==> src/rtl/pwm_pkg.sv <==
// Shared constants, decode tables and FSM state type for the PWM decoder.
// Table lookups are plain functions so the top stays a simple register stage.
package pwm_pkg;

  localparam int CNT_W_DEF   = 6;
  localparam int TIMEOUT_DEF = 63;
  localparam int NUM_FRE     = 4;
  localparam int NUM_DUTY    = 5;

  localparam int unsigned PERIOD_TBL [NUM_FRE] = '{5, 10, 25, 50};

  // High-time to duty-code table per frequency; a high time of 0 marks an unused slot.
  localparam int unsigned DUTY_HI [NUM_FRE][NUM_DUTY] = '{
    '{ 4,  2,  1, 0, 0},
    '{ 9,  6,  4, 2, 1},
    '{21, 14,  7, 4, 1},
    '{41, 26, 14, 6, 1}
  };
  localparam logic [2:0] DUTY_CD [NUM_FRE][NUM_DUTY] = '{
    '{3'd2, 3'd3, 3'd5, 3'd0, 3'd0},
    '{3'd1, 3'd2, 3'd3, 3'd4, 3'd5},
    '{3'd1, 3'd2, 3'd3, 3'd4, 3'd5},
    '{3'd1, 3'd2, 3'd3, 3'd4, 3'd5}
  };

  typedef enum logic [1:0] {ST_IDLE, ST_HIGH, ST_LOW} state_t;

  typedef struct packed {
    logic       hit;
    logic [1:0] code;
  } fre_t;

  typedef struct packed {
    logic       hit;
    logic [2:0] code;
  } duty_t;

  function automatic fre_t fre_lookup(input logic [31:0] p);
    fre_t r;
    r = '0;
    for (int i = 0; i < NUM_FRE; i++)
      if (p == PERIOD_TBL[i]) begin
        r.hit  = 1'b1;
        r.code = 2'(i);
      end
    return r;
  endfunction

  function automatic duty_t duty_lookup(input logic [1:0] f, input logic [31:0] h);
    duty_t r;
    r = '0;
    for (int j = 0; j < NUM_DUTY; j++)
      if (DUTY_HI[f][j] != 0 && h == DUTY_HI[f][j]) begin
        r.hit  = 1'b1;
        r.code = DUTY_CD[f][j];
      end
    return r;
  endfunction

endpackage

==> src/rtl/sync_edge.sv <==
// Two-flop synchronizer for the asynchronous PWM input plus rise/fall detect
// against a one-cycle delayed copy of the synchronized level.
module sync_edge (
  input  logic iClk,
  input  logic iReset_n,
  input  logic i_async,
  output logic o_level,
  output logic o_rise,
  output logic o_fall
);

  logic r_meta, r_sync, r_dly;

  always_ff @(posedge iClk or negedge iReset_n) begin
    if (!iReset_n) begin
      r_meta <= 1'b0;
      r_sync <= 1'b0;
      r_dly  <= 1'b0;
    end else begin
      r_meta <= i_async;
      r_sync <= r_meta;
      r_dly  <= r_sync;
    end
  end

  assign o_level = r_sync;
  assign o_rise  = r_sync & ~r_dly;
  assign o_fall  = ~r_sync & r_dly;

endmodule

==> src/rtl/pwm_decoder.sv <==
// Measures PWM period/high time rise-to-rise, decodes them against the
// frequency/duty table and flags an input that stops toggling.
module pwm_decoder
  import pwm_pkg::*;
#(
  parameter int CNT_W   = CNT_W_DEF,
  parameter int TIMEOUT = TIMEOUT_DEF
) (
  input  logic             iClk,
  input  logic             iReset_n,
  input  logic             pwm_in,
  output logic [CNT_W-1:0] period,
  output logic [CNT_W-1:0] high_cnt,
  output logic [1:0]       fre_code,
  output logic [2:0]       duty_code,
  output logic             match,
  output logic             valid,
  output logic             stuck_hi,
  output logic             stuck_lo
);

  logic             w_level, w_rise, w_fall;
  state_t           r_state, w_state_nxt;
  logic [CNT_W-1:0] r_cnt, r_hnext;
  logic             r_armed;
  logic             w_tmo, w_capture, w_publish;
  fre_t             w_fre;
  duty_t            w_duty;

  sync_edge u_sync (
    .iClk     (iClk),
    .iReset_n (iReset_n),
    .i_async  (pwm_in),
    .o_level  (w_level),
    .o_rise   (w_rise),
    .o_fall   (w_fall)
  );

  // Timeout fires once per quiet stretch; r_armed re-arms on every rise and
  // starts armed so a dead input after reset still raises stuck_lo.
  assign w_tmo = r_armed && (r_cnt == CNT_W'(TIMEOUT)) && !w_rise &&
                 !(r_state == ST_HIGH && w_fall);

  assign w_fre  = fre_lookup(32'(r_cnt));
  assign w_duty = duty_lookup(w_fre.code, 32'(r_hnext));

  always_ff @(posedge iClk or negedge iReset_n) begin
    if (!iReset_n) r_state <= ST_IDLE;
    else           r_state <= w_state_nxt;
  end

  always_comb begin
    w_state_nxt = r_state;
    w_capture   = 1'b0;
    w_publish   = 1'b0;
    case (r_state)
      ST_IDLE: if (w_rise) w_state_nxt = ST_HIGH;
      ST_HIGH: begin
        if (w_fall) begin
          w_capture   = 1'b1;
          w_state_nxt = ST_LOW;
        end else if (w_tmo) w_state_nxt = ST_IDLE;
      end
      ST_LOW: begin
        if (w_rise) begin
          w_publish   = 1'b1;
          w_state_nxt = ST_HIGH;
        end else if (w_tmo) w_state_nxt = ST_IDLE;
      end
      default: w_state_nxt = ST_IDLE;
    endcase
  end

  always_ff @(posedge iClk or negedge iReset_n) begin
    if (!iReset_n) begin
      r_cnt     <= '0;
      r_hnext   <= '0;
      r_armed   <= 1'b1;
      period    <= '0;
      high_cnt  <= '0;
      fre_code  <= '0;
      duty_code <= '0;
      match     <= 1'b0;
      valid     <= 1'b0;
      stuck_hi  <= 1'b0;
      stuck_lo  <= 1'b0;
    end else begin
      valid <= 1'b0;
      if (w_rise)                           r_cnt <= CNT_W'(1);
      else if (r_cnt != CNT_W'(TIMEOUT))    r_cnt <= r_cnt + CNT_W'(1);
      if (w_capture) r_hnext <= r_cnt;
      if (w_rise) begin
        r_armed  <= 1'b1;
        stuck_hi <= 1'b0;
        stuck_lo <= 1'b0;
      end
      if (w_publish) begin
        period   <= r_cnt;
        high_cnt <= r_hnext;
        valid    <= 1'b1;
        match    <= w_fre.hit & w_duty.hit;
        if (w_fre.hit) begin
          fre_code <= w_fre.code;
          if (w_duty.hit) duty_code <= w_duty.code;
        end
      end
      if (w_tmo) begin
        r_armed  <= 1'b0;
        stuck_hi <= w_level;
        stuck_lo <= ~w_level;
        match    <= 1'b0;
        if (w_level) duty_code <= '0;
      end
    end
  end

endmodule

==> config.mk <==
export PLATFORM = sky130hd
export DESIGN_NAME = pwm_decoder
export DESIGN_NICKNAME = d
export VERILOG_FILES = /design/src/rtl/pwm_pkg.sv /design/src/rtl/sync_edge.sv /design/src/rtl/pwm_decoder.sv
export SDC_FILE = /design/constraint.sdc
export NUM_CORES = 1
export LEC_CHECK = 0
export CAP_MARGIN = 20
export CORE_MARGIN = 4
export CORE_UTILIZATION = 59
export CTS_CLUSTER_DIAMETER = 80
export DETAILED_ROUTE_END_ITERATION = 6
export GPL_TIMING_DRIVEN = 1
export PLACE_DENSITY_LB_ADDON = 0.3
export SLEW_MARGIN = 0
export SYNTH_ARGS = -nofsm -noshare
export SYNTH_HDL_FRONTEND = slang
export SYNTH_SLANG_ARGS = --single-unit
==> constraint.sdc <==
create_clock -name iClk -period 6.47 [get_ports iClk]
set_clock_uncertainty 0.05 [all_clocks]
set_input_delay 1.294 -clock iClk [delete_from_list [all_inputs] [get_ports iClk]]
set_output_delay 1.294 -clock iClk [all_outputs]
set_load 0.005 [all_outputs]
# --- After elaboration in Yosys (flattened, before gate mapping) ---
# Cells that the tools add are included.
totals:
  register_bits: 39
  latchBits: 0
  mem_bits_rw: 0
  rom_bits: 0
  in_bits: 3
  output_inout_bits: 21
  word_cells: 97
  mem_count: 0
classes:
  n_addsub: 1
  n_mul: 0
  n_div: 0
  n_lt_le_gt_ge: 1
  eq_ne: 14
  shifts: 0
  muxes: 39
  bitwise: 6
  reduce_logical: 21
op_table:
  columns: ["operator", "n"]
  rows:
  - ["$bmux 160 s2", 1]
  - ["$mux 160", 2]
  - ["$eq 6x32->1", 5]
  - ["$reduce_bool 32->1", 5]
  - ["$bmux 15 s2", 1]
  - ["$mux 15", 2]
  - ["$mux 3", 9]
  - ["$mux 4", 5]
  - ["$eq 6x6->1 const B", 2]
  - ["$mux 1", 12]
  - ["$mux 6", 2]
  - ["$logic_and 1x1->1", 9]
  - ["$mux 2", 4]
  - ["$add 6x1->6 const B", 1]
  - ["$eq 6x3->1 const B", 1]
  - ["$eq 6x4->1 const B", 1]
  - ["$eq 6x5->1 const B", 1]
  - ["$ne 6x6->1 const B", 1]
  - ["$pmux 2 s3", 1]
  - ["$reduce_bool 2->1", 3]
  - ["$and 1x1->1", 3]
  - ["$ge 3x3->1 const B", 1]
  - ["$not 2->3", 1]
  - ["$eq 2x1->1 const B", 1]
  - ["6 further kinds", 8]

# --- Depth between registers and ports, before layout ---
# Gate-level depths: netlist (run 1).
depth:
  ltp_word: 21
  ltp_mapped: 12

# --- Modules after synthesis ---
# From an unflattened synthesis (run 1), not the netlist that was laid out.
unflattened:
  hier_cells: 224
  area_unflattened_um2: 2123.3
modules_own_cells:
  columns: ["mod", "instances", "cells_per_inst", "area_each_um2", "seq_area_each_um2"]
  rows:
  - ["pwm_decoder", 1, 219, 2033.2, 902.1]
  - ["sync_edge", 1, 5, 90.1, 75.1]

# --- Worst setup path before layout (run 1) ---
# No wires, ideal clock.
synth_timing:
  path_kind: "register to register"
  from: "register r_cnt[0]"
  to: "register duty_code[2]"
  setup_ps: 67
  arrival_ps: 2413
  required_time_ps: 6353
  slack_ps: 3940
  path_stages_with_launch: 13
  cell_sequence: "dfrtp_1 -> inv_1 -> ha_1 -> nand3b_1 -> a21oi_2 -> inv_1 -> ha_1 -> xor2_1 -> nand2_1 -> a21oi_1 -> nand3_1 -> o311ai_0 -> o221a_1"
synth_between:
  elab_chain_cells: 20
synth_lines:
  columns: ["element", "line_no", "rtl"]
  rows:
  - ["from (decl)", "pwm_decoder.sv:24", "logic [CNT_W-1:0] r_cnt, r_hnext;"]
  - ["from (signal assigned)", "pwm_decoder.sv:90", "else if (r_cnt != CNT_W'(TIMEOUT)) r_cnt <= r_cnt + CNT_W'(1);"]
  - ["$eq 6x4->1", "pwm_pkg.sv:42", "if (p == PERIOD_TBL[i]) begin"]
  - ["$mux 3 (3 in a row)", "pwm_pkg.sv:42", null]
  - ["$not 2->3 (not written as such)", "pwm_pkg.sv:53, pwm_pkg.sv:55", null]
  - ["$bmux 160 s2", "pwm_pkg.sv:53", "if (DUTY_HI[f][j] != 0 && h == DUTY_HI[f][j]) begin"]
  - ["$mux 160 (not written as such) (2 in a row)", "pwm_pkg.sv:53", null]
  - ["$eq 6x32->1 or $reduce_bool 32->1 (tied branches)", "pwm_pkg.sv:53", null]
  - ["$logic_and 1x1->1", "pwm_pkg.sv:53", null]
  - ["$mux 4 (5 in a row)", "pwm_pkg.sv:53", null]
  - ["$mux 3", "pwm_decoder.sv:104", "if (w_duty.hit) duty_code <= w_duty.code;"]
  - ["$mux 3", "pwm_decoder.sv:102", "if (w_fre.hit) begin"]
  - ["$mux 3", "pwm_decoder.sv:97", "if (w_publish) begin"]
  - ["$mux 3", "pwm_decoder.sv:112", "if (w_level) duty_code <= '0;"]
  - ["$mux 3 *", "pwm_decoder.sv:107", "if (w_tmo) begin"]
  - ["to (signal assigned)", "pwm_decoder.sv:104", null]
  - ["to (decl)", "pwm_decoder.sv:15", "output logic [2:0] duty_code,"]
# Mark *: on every way between the ends. The rest lies on a longest branch, timed or not. The select of a mux whose other input is x is not followed.
# A chain may end at the register's enable or synchronous reset.

==> impl_metrics.py, run 1 <==
metrics = {
    "run_status": {
        "result_of_the_run": "completed",
    },
    "timing": {
        "final.setup.tns_ns": 0,
        "layout_worst_path_cycle_share_pct": 46.93,
        "report.final.hold_viol_count": 0,
        "setup_repair_after_global_routing_missed_its_margin": "no",
        "maxClockFrequency_mhz": 329.3,
        "final_max_slew_viol_count": 0,
        "max_slew.worst_pin.slew_ns": 0.8462,
        "setup_violations": 0,
        "slew_headroom_pct": 43.59,
        "layout_min_cycle_time_ns": 3.036,
    },
    "finish": {
        "fillers": 255,
        "number_of_standard_cells_in_the_layout_taps_in_and_fillers_out": 262,
        "area.growth.synth_to_final_pct": 14.39,
        "final_net_count": 224,
        "postLayoutCellArea_um2": 2347,
        "post_route_cells_drive_above_1_share_pct": 14.81,
        "num_antenna_cells": 0,
    },
    "floorplanning": {
        "design.die.area_um2": 4486,
        "fp.dieW_um": 66.98,
        "io_pins": 24,
        "placeableCoreArea_um2": 3337,
        "initial_utilization_pct": 61.49,
        "die_h_um": 66.98,
        "floorplan.rows": 21,
    },
    "worst_setup_path": {
        "timing.reg2reg.setup_slack_ns": 3.43,
        "critPathRequiredTime_ns": 6.70,
        "worst-path-max-fanout": 13,
        "critical_path.cell_chain": "or3b_4 > a21oi_4 > inv_1 > ha_1 > xnor2_1 > nand4_1 > or4_1 > a21boi_0 > o41ai_1 > o21ai_1",
        "worst_setup_path_end_kind": "flip-flop",
        "worst_setup_path_startpoint": "r_cnt[3]$_DFFE_PN0P_",
        "r2r.worst_path.cells": 10,
        "slowest_stage_cell_cp": "sky130_fd_sc_hd__dfrtp_1",
        "start_kind": "flip-flop",
        "critical_path_class": "reg2reg",
        "arrival_ns": 3.27,
        "worstReg2RegStart": "r_cnt[3]$_DFFE_PN0P_",
        "critical-path-max-stage-delay_ns": 0.58,
    },
    "power_and_ir_drop": {
        "maximum_vdd_ir_drop_mv": 0.2139,
        "power_dens_cells_nw_per_um2": 342.1,
        "static-leakage-power_nw": 0.9737,
        "swShare_pct": 37.45,
        "power_switching_mw": 0.3007,
        "pwr-share-seq_pct": 48.2,
        "p_comb_share_pct": 36.1,
        "share_clk_of_total_power_pct": 15.7,
        "cellInternalPower_mw": 0.5022,
    },
    "logic_synthesis": {
        "synth_top_area_share_pct": 46.34,
        "synth_top_cell_by_area": "sky130_fd_sc_hd__dfrtp_1",
        "yosys_warnings": 0,
        "yosysSeqAreaShare_pct": 47.62,
        "synth-main-ff-cell": "sky130_fd_sc_hd__dfrtp_1",
        "synthArstFlopShare_pct": 100.0,
        "synth_cell_types": 48,
        "synth.cell_area_um2": 2052,
        "postSynthAreaPerCell_um2": 10.58,
        "ys_top_cells_by_area": "sky130_fd_sc_hd__dfrtp_1, sky130_fd_sc_hd__mux2_2, sky130_fd_sc_hd__xnor2_1, sky130_fd_sc_hd__ha_1, sky130_fd_sc_hd__nand2_1",
        "post_synthesis_net_count": 203,
        "syn_inst": 194,
        "postSynthRegisterBits": 39,
        "post_synth_edffs": 0,
    },
    "drt": {
        "drt-total-wl_um": 4610,
        "vias_per_cell": 6.019,
        "antenna_left": 0,
        "drc": 0,
        "via_count": 1577,
        "routedWlPerCell_um": 17.60,
        "dr.first_iter.drc_count": 72,
        "detail_route.first_pass.iterations": 4,
    },
    "clocking": {
        "number_of_buffers_inserted_by_post_cts_setup_repair": 0,
        "clk_transition_reported_paths_ns": 0.12,
        "cts_made_buffers": 5,
        "cts-htree-levels": 2,
        "worstSkewPairLatency_ns": 0.35,
        "clock-root-buffer": "sky130_fd_sc_hd__clkbuf_4",
        "clock_sinks": 39,
        "cts.repair.resized": 0,
        "cts_tree": "yes",
        "post_cts_hold_buffer_count": 0,
        "clock_tree.buffer_depth": 2,
    },
    "global_routing": {
        "maximum_number_of_pins_on_one_net_before_global_route_repair": 40,
        "grt_pass1_wl_um": 7548,
        "globalRoute.totalOverflow": 0,
        "antenna_found_initial": 0,
        "first_global_vias": 1610,
        "grtUsageTotal_pct": 23.09,
    },
    "placed_design": {
        "port_buffers": 23,
        "dp_hpwl_um": 3323,
        "place_area_um2": 2286,
        "numPlacedInstances": 253,
        "gpl.final_weighted_congestion": 0.9345,
    },
    "worst_hold_path": {
        "worst_hold_path_type": "reg2reg",
    },
    "run": {
        "maxCapViolCount": 0,
    },
}
==> power groups by stage <==
| stage | combinational [mW] | sequential, mW | clock [mW] |
|---|---|---|---|
| after global placement | 0.280 | 0.386 | 0 |
| after detailed placement | 0.287 | 0.391 | 0 |
| after CTS | 0.289 | 0.385 | 0.128 |
| after global routing | 0.317 | 0.397 | 0.137 |
| final | 0.290 | 0.387 | 0.126 |
| after floorplan | 0.219 | 0.342 | 0 |
==> worst min path at each step <==
stage                            start                       end  slack, ns  cells after the start
2_1_floorplan  u_sync.r_meta$_DFF_PN0_  u_sync.o_level$_DFF_PN0_       0.28                      0
3_3_place_gp   u_sync.r_meta$_DFF_PN0_  u_sync.o_level$_DFF_PN0_       0.29                      0
3_5_place_dp   u_sync.r_meta$_DFF_PN0_  u_sync.o_level$_DFF_PN0_       0.30                      0
4_1_cts        u_sync.r_meta$_DFF_PN0_  u_sync.o_level$_DFF_PN0_       0.34                      0
5_1_grt        u_sync.r_meta$_DFF_PN0_  u_sync.o_level$_DFF_PN0_       0.35                      0
6_report       u_sync.r_meta$_DFF_PN0_  u_sync.o_level$_DFF_PN0_       0.34                      0
==> per-stage QoR <==
| stage | hold slack, ns | utilization [%] | power [mW] | setup WS (ns) |
|---|---|---|---|---|
| 6_report | 0.3355 | 70.34 | 0.8030 | 3.434 |
| 5_1_grt | 0.3539 | 70.34 | 0.8506 | 3.162 |
| 4_1_cts | 0.3387 | 70.12 | 0.8020 | 3.462 |
| 3_5_place_dp | 0.3035 | 68.50 | 0.6777 | 3.502 |
| 3_3_place_gp | 0.2886 | 68.50 | 0.6661 | 3.570 |
| 2_1_floorplan | 0.2812 | - | 0.5605 | 3.940 |
==> cells in the mapped netlist, types with 2 or more instances <==
master and n:
sky130_fd_sc_hd__nand4_1 5, sky130_fd_sc_hd__o21a_1 2, sky130_fd_sc_hd__ha_1 6, sky130_fd_sc_hd__and4_1 2, sky130_fd_sc_hd__a21oi_1 3, sky130_fd_sc_hd__nor3b_1 2
sky130_fd_sc_hd__nor4_1 3, sky130_fd_sc_hd__xnor2_1 10, sky130_fd_sc_hd__nand3b_1 3, sky130_fd_sc_hd__dfrtp_1 38, sky130_fd_sc_hd__o21ai_0 7, sky130_fd_sc_hd__nor3_1 3
sky130_fd_sc_hd__clkbuf_1 3, sky130_fd_sc_hd__a211oi_1 2, sky130_fd_sc_hd__o21ai_1 4, sky130_fd_sc_hd__xor2_1 2, sky130_fd_sc_hd__inv_1 10, sky130_fd_sc_hd__mux2_2 16
sky130_fd_sc_hd__nand2_1 16, sky130_fd_sc_hd__nand3_1 7, sky130_fd_sc_hd__nand2b_1 7, sky130_fd_sc_hd__nor2_1 6, sky130_fd_sc_hd__and3_1 4, sky130_fd_sc_hd__o22ai_1 2
sky130_fd_sc_hd__a31oi_1 3, sky130_fd_sc_hd__buf_2 5, sky130_fd_sc_hd__nor2b_1 2
==> sequential cells by signal, summed over array words and instances, names as in the netlist, named ones only <==
signal,flops
fre_code,2
duty_code,1
stuck_lo,1
r_state,2
u_sync.r_meta,1
r_armed,1
period,6
r_cnt,6
u_sync.o_level,1
u_sync.r_dly,1
stuck_hi,1
high_cnt,6
valid,1
match,1
r_hnext,6
==> worst max-delay path, delay by kind of cell (launching register included) <==
kind / cells / cell delay (ns)
compound gates: 4 / 0.73
xor+xnor: 1 / 0.21
fa+ha+maj: 1 / 0.33
buf+inv: 1 / 0.12
flops: 1 / 0.58
simple gates: 3 / 0.96
==> cell type report <==
class | count | area [um^2] | share of cell area (%)
Multi-Input combinational cell | 135 | 988.4 | 42.11
Sequential cell | 39 | 977.2 | 41.63
Timing Repair Buffer | 24 | 232.7 | 9.915
Tap cell | 46 | 57.56 | 2.452
Clock buffer | 6 | 41.29 | 1.759
Inverter | 10 | 37.54 | 1.599
Clock inverter | 2 | 12.51 | 0.5330
==> per-layer routing <==
layer | up-vias | track usage [%] | wire [um]
li1 | 736 | - | -
met1 | 793 | 28.77 | 2018
met2 | 35 | 37.75 | 2324
met3 | 13 | 5.228 | 159
met4 | 0 | 10.89 | 108
met5 | - | 0 | 0
==> cell families (layout without fill, tap and decap cells) <==
family	count (synthesis)	in the layout	synth area share [%]
muxes	17	17	9.268
xor gates and xnor gates	12	12	5.122
AOI/OAI and AO/OA	35	35	12.62
and+or+nand+nor	65	65	17.50
buffers and inverters	20	42	4.207
DFF	39	39	47.62
adders and majority gates	6	6	3.658
==> cells in the final DEF (no fill, tap or decap), drive strengths merged, types with 2 or more instances in the layout <==
master / netlist / final
and3: 4 / 4
mux2: 16 / 16
and4: 2 / 2
o21a: 2 / 2
nand3: 7 / 7
nand3b: 3 / 3
dfrtp: 38 / 38
xnor2: 10 / 10
inv: 10 / 10
nor3b: 2 / 2
nand4: 5 / 5
ha: 6 / 6
nand2b: 7 / 7
a31oi: 4 / 4
clkbuf: 4 / 7
nor4: 3 / 3
a21oi: 5 / 5
nand2: 16 / 16
a211oi: 2 / 2
nor3: 3 / 3
nor2b: 2 / 2
nor2: 7 / 7
clkdlybuf4s50: 0 / 22
o22ai: 2 / 2
xor2: 2 / 2
o21ai: 11 / 11
No activity file was read; power rests on OpenSTA's default activity.
==> run 2, diff against run 1 <==
Settings changed: CORE_UTILIZATION 59 to 55.
Clock period 6.47 ns to 3.1 ns, I/O delays scaled along.
==> run 2 against run 1 <==
Effect of this change:
- global-route usage down 3.6 points
- critical path depth unchanged
- sequential share of layout area shrank 1.7 points
==> impl_metrics.py, run 2 (synthesized netlist as in run 1, its figures left out) <==
metrics = {
    "global_routing": {
        "globalRoute.totalOverflow": 0,
        "first_global_vias": 1583,
        "antenna_found_initial": 0,
        "grtUsageTotal_pct": 19.46,
        "grt_pass1_wl_um": 7576,
        "maximum_number_of_pins_on_one_net_before_global_route_repair": 40,
    },
    "power_and_ir_drop": {
        "report.power.total_mw": 1.859,
        "power_dens_cells_nw_per_um2": 759.3,
        "maximum_vdd_ir_drop_mv": 0.5217,
        "static-leakage-power_nw": 1.033,
    },
    "worst_setup_path": {
        "worst-path-max-fanout": 11,
        "timing.reg2reg.setup_slack_ns": 0.21,
        "arrival_ns": 3.06,
        "r2r.worst_path.cells": 10,
        "critical_path_class": "reg2reg",
        "critPathRequiredTime_ns": 3.27,
        "start_kind": "flip-flop",
        "worst_setup_path_end_kind": "flip-flop",
    },
    "clocking": {
        "clock-root-buffer": "sky130_fd_sc_hd__clkbuf_8",
        "cts_tree": "yes",
        "clock_sinks": 39,
        "cts.repair.resized": 0,
        "worstSkewPairLatency_ns": 0.28,
        "cts-htree-levels": 2,
        "clock_tree.buffer_depth": 2,
        "number_of_buffers_inserted_by_post_cts_setup_repair": 0,
        "post_cts_hold_buffer_count": 0,
        "clk_transition_reported_paths_ns": 0.08,
        "cts_made_buffers": 5,
    },
    "finish": {
        "postLayoutCellArea_um2": 2449,
        "seqCellArea_um2": 977.2,
        "fillers": 280,
        "area_taken_by_multi_input_logic_gates_um2": 988.4,
        "mostFrequentLayoutCell": "sky130_fd_sc_hd__dfrtp_1",
        "final_net_count": 229,
        "layout.cells.most_common_list": "sky130_fd_sc_hd__dfrtp_1, sky130_fd_sc_hd__clkdlybuf4s50_1, sky130_fd_sc_hd__nand2_1, sky130_fd_sc_hd__mux2_2",
        "post_route_cells_drive_above_1_share_pct": 17.19,
        "num_antenna_cells": 0,
        "area.growth.synth_to_final_pct": 19.33,
        "number_of_standard_cells_in_the_layout_taps_in_and_fillers_out": 267,
    },
    "run": {
        "maxCapViolCount": 0,
    },
    "worst_hold_path": {
        "worst_hold_path_type": "reg2reg",
        "hold-path-cell-count": 0,
    },
    "timing": {
        "layout_worst_path_cycle_share_pct": 93.07,
        "layout_min_cycle_time_ns": 2.885,
        "timing.hold.ws_ns": 0.3088,
        "max_slew.worst_pin.slew_ns": 0.8744,
        "slew_headroom_pct": 41.71,
        "report.final.hold_viol_count": 0,
        "setup_repair_after_global_routing_missed_its_margin": "no",
        "final_max_slew_viol_count": 0,
        "final.setup.tns_ns": 0,
        "setup_violations": 0,
        "maxClockFrequency_mhz": 346.6,
    },
    "drt": {
        "drt-total-wl_um": 4346,
        "detail_route.first_pass.iterations": 4,
        "routedWlPerCell_um": 16.28,
        "drc": 0,
        "dr.first_iter.drc_count": 79,
        "antenna_left": 0,
        "vias_per_cell": 5.820,
        "via_count": 1554,
    },
    "placed_design": {
        "place_area_um2": 2331,
        "gpl.final_weighted_congestion": 0.8539,
        "dp_hpwl_um": 3170,
        "port_buffers": 23,
        "numPlacedInstances": 259,
    },
    "floorplanning": {
        "floorplan.rows": 21,
        "io_pins": 24,
        "initial_utilization_pct": 59.16,
        "placeableCoreArea_um2": 3468,
        "fp.dieW_um": 69.08,
        "design.die.area_um2": 4772,
        "die_h_um": 69.08,
    },
    "run_status": {
        "result_of_the_run": "completed",
    },
}
run 2: cell count changes in the layout (fill, tap and decap cells not counted):
cell / previous run / this run
sky130_fd_sc_hd__clkbuf_8: 0 / 6
sky130_fd_sc_hd__clkbuf_4: 6 / 0
sky130_fd_sc_hd__o311ai_1: 0 / 1
sky130_fd_sc_hd__clkbuf_1: 1 / 0
sky130_fd_sc_hd__bufinv_16: 0 / 1
sky130_fd_sc_hd__clkinvlp_4: 1 / 0
sky130_fd_sc_hd__o311ai_0: 1 / 0
sky130_fd_sc_hd__buf_4: 0 / 6
run 2: power breakdown:
group	switching, mW	internal (mW)	total [mW]
clock	0.173	0.260	0.433
combinational	0.296	0.351	0.648
sequential	0.150	0.629	0.778
total	0.619	1.24	1.86
run 2: layout make-up:
type                            count  area share [%]
Clock buffer                        6           3.373
Clock inverter                      2           1.431
Multi-Input combinational cell    135           40.37
Sequential cell                    39           39.91
Inverter                           10           1.533
Tap cell                           46           2.351
Timing Repair Buffer               29           11.04
run 2: final timing paths:
path	from	to
min reg2reg	u_sync.r_meta$_DFF_PN0_	u_sync.o_level$_DFF_PN0_
max reg2reg	r_cnt[4]$_DFFE_PN0P_	duty_code[2]$_DFF_PN0_
min	u_sync.r_meta$_DFF_PN0_	u_sync.o_level$_DFF_PN0_
max in group asynchronous	iReset_n	r_cnt[1]$_DFFE_PN0P_
max	r_cnt[4]$_DFFE_PN0P_	duty_code[2]$_DFF_PN0_
min in group asynchronous	iReset_n	duty_code[2]$_DFF_PN0_
run 2: layer usage:
metal | wire [um] | vias to the layer above | global-route usage (%) | share of wire [%]
met5 | 0 | - | 0 | 0
met4 | 85 | 0 | 7.592 | 2.0
met3 | 141 | 8 | 4.506 | 3.2
met2 | 2187 | 35 | 32.52 | 50
met1 | 1931 | 766 | 24.32 | 44
li1 | - | 745 | - | -
run 2: critical path, stage by stage (launching register included):
cell	delay, ns
sky130_fd_sc_hd__dfrtp_1	0.51
sky130_fd_sc_hd__or3b_4	0.46
sky130_fd_sc_hd__a21oi_4	0.15
sky130_fd_sc_hd__inv_1	0.09
sky130_fd_sc_hd__ha_1	0.27
sky130_fd_sc_hd__xor2_1	0.19
sky130_fd_sc_hd__nand2b_1	0.16
sky130_fd_sc_hd__mux2i_1	0.16
sky130_fd_sc_hd__nand4_1	0.22
sky130_fd_sc_hd__a41oi_2	0.33
sky130_fd_sc_hd__o221a_1	0.22
run 2: metrics by stage:
stage	setup WS, ns	util (%)
after floorplan	0.5698	-
after CTS	0.2506	70.60
final	0.2147	70.60
after global routing	0.01649	70.60
after detailed placement	0.2828	67.21
after global placement	0.3746	67.21
==> run 3, diff against run 2 <==
Settings changed: SLEW_MARGIN 0 to 20.
Clock period 3.1 ns to 3.25 ns, I/O delays scaled along.
==> run 3 against run 2 <==
Effect of this change:
- first-iteration DRC count up 22%
- combinational power down 12%
- largest cell class unchanged
- highest routed layer unchanged
- routed wire length is 2.9% higher
- non-clock buffer count decreased by 4
- fmax shrank 2.5%
- critical path type unchanged
- die area did not move
==> impl_metrics.py, run 3 (synthesized netlist as in run 1, its figures left out) <==
metrics = {
    "clocking": {
        "cts-htree-levels": 2,
        "clock-root-buffer": "sky130_fd_sc_hd__clkbuf_8",
        "clock_sinks": 39,
        "clock_tree.buffer_depth": 2,
        "worstSkewPairLatency_ns": 0.28,
        "cts_made_buffers": 5,
        "cts_tree": "yes",
        "clk_transition_reported_paths_ns": 0.08,
    },
    "timing": {
        "max_slew.worst_pin.slew_ns": 0.8498,
        "final.setup.tns_ns": 0,
        "setup_violations": 0,
        "slew_headroom_pct": 43.35,
        "final_max_slew_viol_count": 0,
        "setup_repair_after_global_routing_missed_its_margin": "no",
        "timing.hold.ws_ns": 0.3120,
        "layout_worst_path_cycle_share_pct": 91.04,
        "post-route-worst-setup-slack_ns": 0.2912,
        "layout_min_cycle_time_ns": 2.959,
        "report.final.hold_viol_count": 0,
        "maxClockFrequency_mhz": 338.0,
    },
    "worst_setup_path": {
        "worstReg2RegStart": "r_cnt[5]$_DFFE_PN0P_",
        "r2r.worst_path.cells": 10,
        "critPathRequiredTime_ns": 3.43,
        "timing.critical_path.to": "duty_code[2]$_DFF_PN0_",
        "worst-path-max-fanout": 11,
        "arrival_ns": 3.13,
        "worstReg2RegEnd": "duty_code[2]$_DFF_PN0_",
        "worst_setup_path_end_kind": "flip-flop",
        "start_kind": "flip-flop",
        "timing.reg2reg.setup_slack_ns": 0.29,
        "worst_setup_path_startpoint": "r_cnt[5]$_DFFE_PN0P_",
        "critical_path_class": "reg2reg",
    },
    "placed_design": {
        "gpl.final_weighted_congestion": 0.8303,
        "place_area_um2": 2301,
        "port_buffers": 23,
        "dp_hpwl_um": 3283,
        "pre_cts_ws_ns": 0.2165,
    },
    "finish": {
        "mostFrequentLayoutCell": "sky130_fd_sc_hd__dfrtp_1",
        "post_route_cells_drive_above_1_share_pct": 15.67,
        "area.growth.synth_to_final_pct": 18.66,
        "postLayoutCellArea_um2": 2435,
        "final_net_count": 225,
        "layout.cells.most_common_list": "sky130_fd_sc_hd__dfrtp_1, sky130_fd_sc_hd__clkdlybuf4s50_1, sky130_fd_sc_hd__nand2_1, sky130_fd_sc_hd__mux2_2",
        "fillers": 290,
        "num_antenna_cells": 0,
    },
    "drt": {
        "vias_per_cell": 5.848,
        "via_count": 1538,
        "antenna_left": 0,
        "drt-total-wl_um": 4474,
        "detail_route.first_pass.iterations": 4,
        "drc": 0,
        "routedWlPerCell_um": 17.01,
        "dr.first_iter.drc_count": 96,
    },
    "global_routing": {
        "maximum_number_of_pins_on_one_net_before_global_route_repair": 40,
        "globalRoute.totalOverflow": 0,
        "first_global_vias": 1573,
        "grt_pass1_wl_um": 7652,
        "antenna_found_initial": 0,
        "grtUsageTotal_pct": 19.67,
    },
    "power_and_ir_drop": {
        "p_comb_share_pct": 31.5,
        "swShare_pct": 32.21,
        "cellInternalPower_mw": 1.226,
        "power_switching_mw": 0.5825,
        "static-leakage-power_nw": 1.015,
        "share_clk_of_total_power_pct": 26.0,
        "power_dens_cells_nw_per_um2": 742.7,
        "pwr-share-seq_pct": 42.6,
        "maximum_vdd_ir_drop_mv": 0.4687,
        "report.power.total_mw": 1.808,
    },
    "floorplanning": {
        "design.die.area_um2": 4772,
        "placeableCoreArea_um2": 3468,
        "fp.dieW_um": 69.08,
        "floorplan.rows": 21,
        "initial_utilization_pct": 59.16,
        "io_pins": 24,
        "die_h_um": 69.08,
    },
    "run": {
        "maxCapViolCount": 0,
    },
    "worst_hold_path": {
        "worst_hold_path_type": "reg2reg",
    },
    "run_status": {
        "result_of_the_run": "completed",
    },
}
-- run 3: cell types whose count changed in the layout (fill, tap and decap cells not counted) --
cell,change
sky130_fd_sc_hd__buf_4,-4
sky130_fd_sc_hd__bufinv_16,+1
sky130_fd_sc_hd__clkbuf_1,+1
sky130_fd_sc_hd__clkbuf_8,-1
sky130_fd_sc_hd__clkinv_2,-1
sky130_fd_sc_hd__dfrtp_1,-1
sky130_fd_sc_hd__dfrtp_2,+1
-- run 3: critical path, cell delays in order, from the launching register on --
cell	delay [ns]
sky130_fd_sc_hd__dfrtp_1	0.51
sky130_fd_sc_hd__or3b_4	0.44
sky130_fd_sc_hd__a21oi_4	0.26
sky130_fd_sc_hd__inv_1	0.12
sky130_fd_sc_hd__ha_1	0.28
sky130_fd_sc_hd__inv_1	0.14
sky130_fd_sc_hd__nand3_1	0.10
sky130_fd_sc_hd__nor4_1	0.37
sky130_fd_sc_hd__a31oi_2	0.09
sky130_fd_sc_hd__a41oi_2	0.31
sky130_fd_sc_hd__o221a_1	0.22
-- run 3: per-stage QoR --
stage | utilization [%] | instances
after global placement | 66.34 | 255
after global routing | 70.20 | 263
after floorplan | - | 194
after CTS | 70.17 | 263
final | 70.20 | 263
after detailed placement | 66.34 | 255
-- run 3: worst min-delay path by stage --
stage	start	endpoint	cells past startpoint
2_1_floorplan	u_sync.r_meta$_DFF_PN0_	u_sync.o_level$_DFF_PN0_	0
3_3_place_gp	u_sync.r_meta$_DFF_PN0_	u_sync.o_level$_DFF_PN0_	0
3_5_place_dp	u_sync.r_meta$_DFF_PN0_	u_sync.o_level$_DFF_PN0_	0
4_1_cts	u_sync.r_meta$_DFF_PN0_	u_sync.o_level$_DFF_PN0_	0
5_1_grt	u_sync.r_meta$_DFF_PN0_	u_sync.o_level$_DFF_PN0_	0
6_report	u_sync.r_meta$_DFF_PN0_	u_sync.o_level$_DFF_PN0_	0
-- run 3: power by group through the flow --
stage / Clock [mW] / Combinational (mW) / Sequential (mW)
3_5_place_dp: 0 / 0.568 / 0.776
4_1_cts: 0.481 / 0.573 / 0.767
5_1_grt: 0.505 / 0.630 / 0.791
6_report: 0.470 / 0.569 / 0.770
2_1_floorplan: 0 / 0.435 / 0.681
3_3_place_gp: 0 / 0.558 / 0.766
-- run 3: routing by layer --
layer | track usage (%) | share of wire [%] | vias to the layer above
met5 | 0 | 0 | -
met4 | 6.291 | 1.0 | 0
met3 | 3.924 | 4.3 | 4
li1 | - | - | 736
met2 | 33.58 | 52 | 50
met1 | 24.95 | 42 | 748
-- run 3: area by class of cell --
type	instances	area, um^2	share of cell area, %
Clock buffer	6	72.57	2.980
Multi-Input combinational cell	135	988.4	40.60
Sequential cell	39	978.4	40.18
Timing Repair Buffer	25	240.2	9.866
Tap cell	46	57.56	2.364
Inverter	10	37.54	1.542
Clock inverter	2	60.06	2.467
-- run 3: timing repair --
item	4_1_cts	5_1_grt
buffers inserted	0	0
hold buffers	0	0
endpoints found under the setup margin	0	2
gates resized for setup	0	2
==> RTL change, RTL diff (config.mk and constraints of run 2) <==
Register the output `period` once more, cleared by the reset; this adds one clock of latency there. The other outputs are not delayed to match.
--- a/src/rtl/pwm_decoder.sv
+++ b/src/rtl/pwm_decoder.sv
@@ -18,6 +18,8 @@
   output logic             stuck_hi,
   output logic             stuck_lo
 );
+
+  logic [CNT_W-1:0] period_s0;
 
   logic             w_level, w_rise, w_fall;
   state_t           r_state, w_state_nxt;
@@ -76,7 +78,7 @@
       r_cnt     <= '0;
       r_hnext   <= '0;
       r_armed   <= 1'b1;
-      period    <= '0;
+      period_s0 <= '0;
       high_cnt  <= '0;
       fre_code  <= '0;
       duty_code <= '0;
@@ -95,7 +97,7 @@
         stuck_lo <= 1'b0;
       end
       if (w_publish) begin
-        period   <= r_cnt;
+        period_s0 <= r_cnt;
         high_cnt <= r_hnext;
         valid    <= 1'b1;
         match    <= w_fre.hit & w_duty.hit;
@@ -114,5 +116,13 @@
     end
   end
 
+  always_ff @(posedge iClk or negedge iReset_n) begin
+    if (!iReset_n) begin
+      period <= '0;
+    end else begin
+      period <= period_s0;
+    end
+  end
+
 endmodule
 
Behaviour: no difference found for any inputs over 4 cycles, from zero or initial values and one cycle with iReset_n low; that may be too few to reach the edited logic, so the function may still have changed.
==> RTL change against run 2 <==
  * Core utilization increased by 2.3 points
  * Design area increased by 12%
  * Sequential share of layout area increased by 1.2 points
  * Wire length increased by 9.7%
  * Final cell count increased by 5.6%
  * Area after synthesis increased by 7.1%
  * Power increased by 5.3%
  * Sequential cell count increased by 6
  * Worst setup slack got worse by 0.14 ns
  * Combinational power increased by 10%
==> RTL change: results (changes against run 2) <==
Clock tree
  • Worst-path clk slew: 0.08 ns (about the same)
  • Clock buffer depth: 2 (unchanged)
  • CTS buffer count: 5 (unchanged)
  • Worst-Skew Late Latency: 0.30 ns (was 0.28 ns)
  • CTS root buffer: clkbuf_8 (unchanged)

STA
  • Final setup fails: 0 (unchanged)
  • Final Slew Violations: 0 (unchanged)
  • WHS: 0.310 ns (was 0.309 ns)
  • Slew margin rel.: 35.3% (was 41.7%)

Cells and area
  • Number of fill cells in the layout: 262 (was 280)
  • Nets: 243 (was 229)
  • Layout cells sized above 1: 26.9% (was 17.2%)

GRT
  • Gr usage total: 20.6% (was 19.5%)
  • First-pass GRT wire length: 8140 µm (was 7580 µm)
  • Pin count of the biggest net entering global routing: 46 (was 40)
  • Initial antenna violation count: 0 (unchanged)

Yosys
  • Synth cell types: 44 (was 48)
  • Synth top cells by count: dfrtp_1 (44), mux2_2 (17), nand2_1 (12), inv_1 (10) (was dfrtp_1 (38), mux2_2 (16), nand2_1 (16), inv_1 (10), xnor2_1 (10))
  • Seq/Total Area, Yosys: 51.3% (was 47.6%)
  • Syn Area/Cell: 11.6 µm² (was 10.6 µm²)
  • Ys Warns: 0 (unchanged)
  • Top post-synthesis cells by area: dfrtp_1 (50%), mux2_2 (8.7%), ha_1 (4.0%) (was dfrtp_1 (46%), mux2_2 (8.8%), xnor2_1 (4.3%))
  • Synthesized Nets: 199 (was 203)

Worst setup path
  • Crit path kind: reg -> reg (unchanged)
  • CP Max Fanout: 6 (was 11)
  • CP max-delay cell: dfrtp_2 (was dfrtp_1)
  • R2R setup slack: 0.08 ns (was 0.21 ns)
  • R2r startpoint: r_cnt[0] (was r_cnt[4])
  • Largest stage delay on the critical path: 0.44 ns (was 0.51 ns)
  • Path depth of the worst reg2reg path: 13 (was 10)
  • Worst Setup EP: duty_code[2] (unchanged)
  • Crit path arrival time: 3.17 ns (was 3.06 ns)

Routing
  • Routed Wire Length: 4770 µm (was 4350 µm)
  • DR WL met2: 2430 µm (was 2190 µm)
  • Via count: 1620 (was 1554)
  • Mean routed wirelength per cell: 16.9 µm (was 16.3 µm)
  • Metal1 wirelength: 2110 µm (was 1930 µm)
  • DR WL met3: 168 µm (was 141 µm)
  • Pre-antenna DRT Iters: 4 (unchanged)
  • Violation count after the first detailed-route iteration: 72 (was 79)

Placed design
  • Placement Cell Area: 2570 µm² (was 2330 µm²)
  • Placed insts: 264 (was 259)
  • Buffers added on ports: 23 (unchanged)
  • GP Congestion: 0.930 (was 0.854)
  • HPWL Detailed: 3310 µm (was 3170 µm)

Outcome
  • Status: complete, no violations (unchanged)

Power and ir drop
  • LEAKAGE: 1.24 nW (was 1.03 nW)
  • Peak VDD IR: 445 µV (was 522 µV)
[RTL change: cell count changes after synthesis, sizes merged, moves of 3 or more]
cell,change
dfrtp,+6
o21ai,-4
nor2,-3
nand2,-4
nor4,-3
buf,-3
xor2,+4
xnor2,-4
[RTL change: final cells by class]
class / count / area share (%)
Sequential cell: 45 / 41.1
Multi-Input combinational cell: 126 / 37.3
Timing Repair Buffer: 45 / 14.6
Clock buffer: 7 / 3.14
Tap cell: 48 / 2.18
Inverter: 10 / 1.36
Clock inverter: 1 / 0.273
[RTL change: repair_timing]
| item | 4_1_cts | 5_1_grt |
|---|---|---|
| setup buffers | 2 | 8 |
| pin swaps | 1 | 5 |
| resized for setup | 1 | 1 |
| setup endpoints to repair | 1 | 3 |
[RTL change: worst min-delay path by stage]
stage | start | to | depth (start not counted)
after floorplan | iReset_n | async pin | 0
after global placement | u_sync.r_meta | u_sync.o_level | 0
after detailed placement | u_sync.r_meta | u_sync.o_level | 0
after CTS | u_sync.r_meta | u_sync.o_level | 0
after global routing | u_sync.r_meta | u_sync.o_level | 0
final | u_sync.r_meta | u_sync.o_level | 0
[RTL change: per-stage QoR]
step	power, mW	worst slack [ns]	util, %
after global placement	1.52	0.138	68.0
after detailed placement	1.54	0.0130	68.0
final	1.96	0.0768	72.9
after CTS	1.94	0.00504	71.0
after floorplan	1.27	-0.0764	-
after global routing	2.09	-0.0636	72.9
[RTL change: where the power goes]
| part | internal, mW | total [mW] | leakage [nW] | switching [mW] |
|---|---|---|---|---|
| registers | 0.730 | 0.872 | 0.589 | 0.142 |
| clock network | 0.181 | 0.372 | 0.0445 | 0.191 |
| logic | 0.410 | 0.714 | 0.604 | 0.304 |
[RTL change: critical path, delay by kind of cell (launching register included)]
family,cells,cell delay [ns]
simple gates,3,0.55
buf+inv,3,0.31
compound gates,4,1.16
flops,1,0.44
fa+ha+maj,2,0.31
xor+xnor,1,0.11
[RTL change: kinds of logic after synthesis]
group,after synthesis,synth area share [%]
AOI/OAI and AO/OA,29,11.4
xor gates and xnor gates,12,4.78
adders and majority gates,7,3.98
buffers and inverters,18,3.53
DFF,45,51.3
muxes,19,9.62
and+or+nand+nor,59,15.4
[RTL change: layer usage]
layer  vias up  GRT usage [%]
met5         -              0
met3         9           5.47
met4         0           7.72
li1        764              -
met1       809           26.5
met2        38           33.3
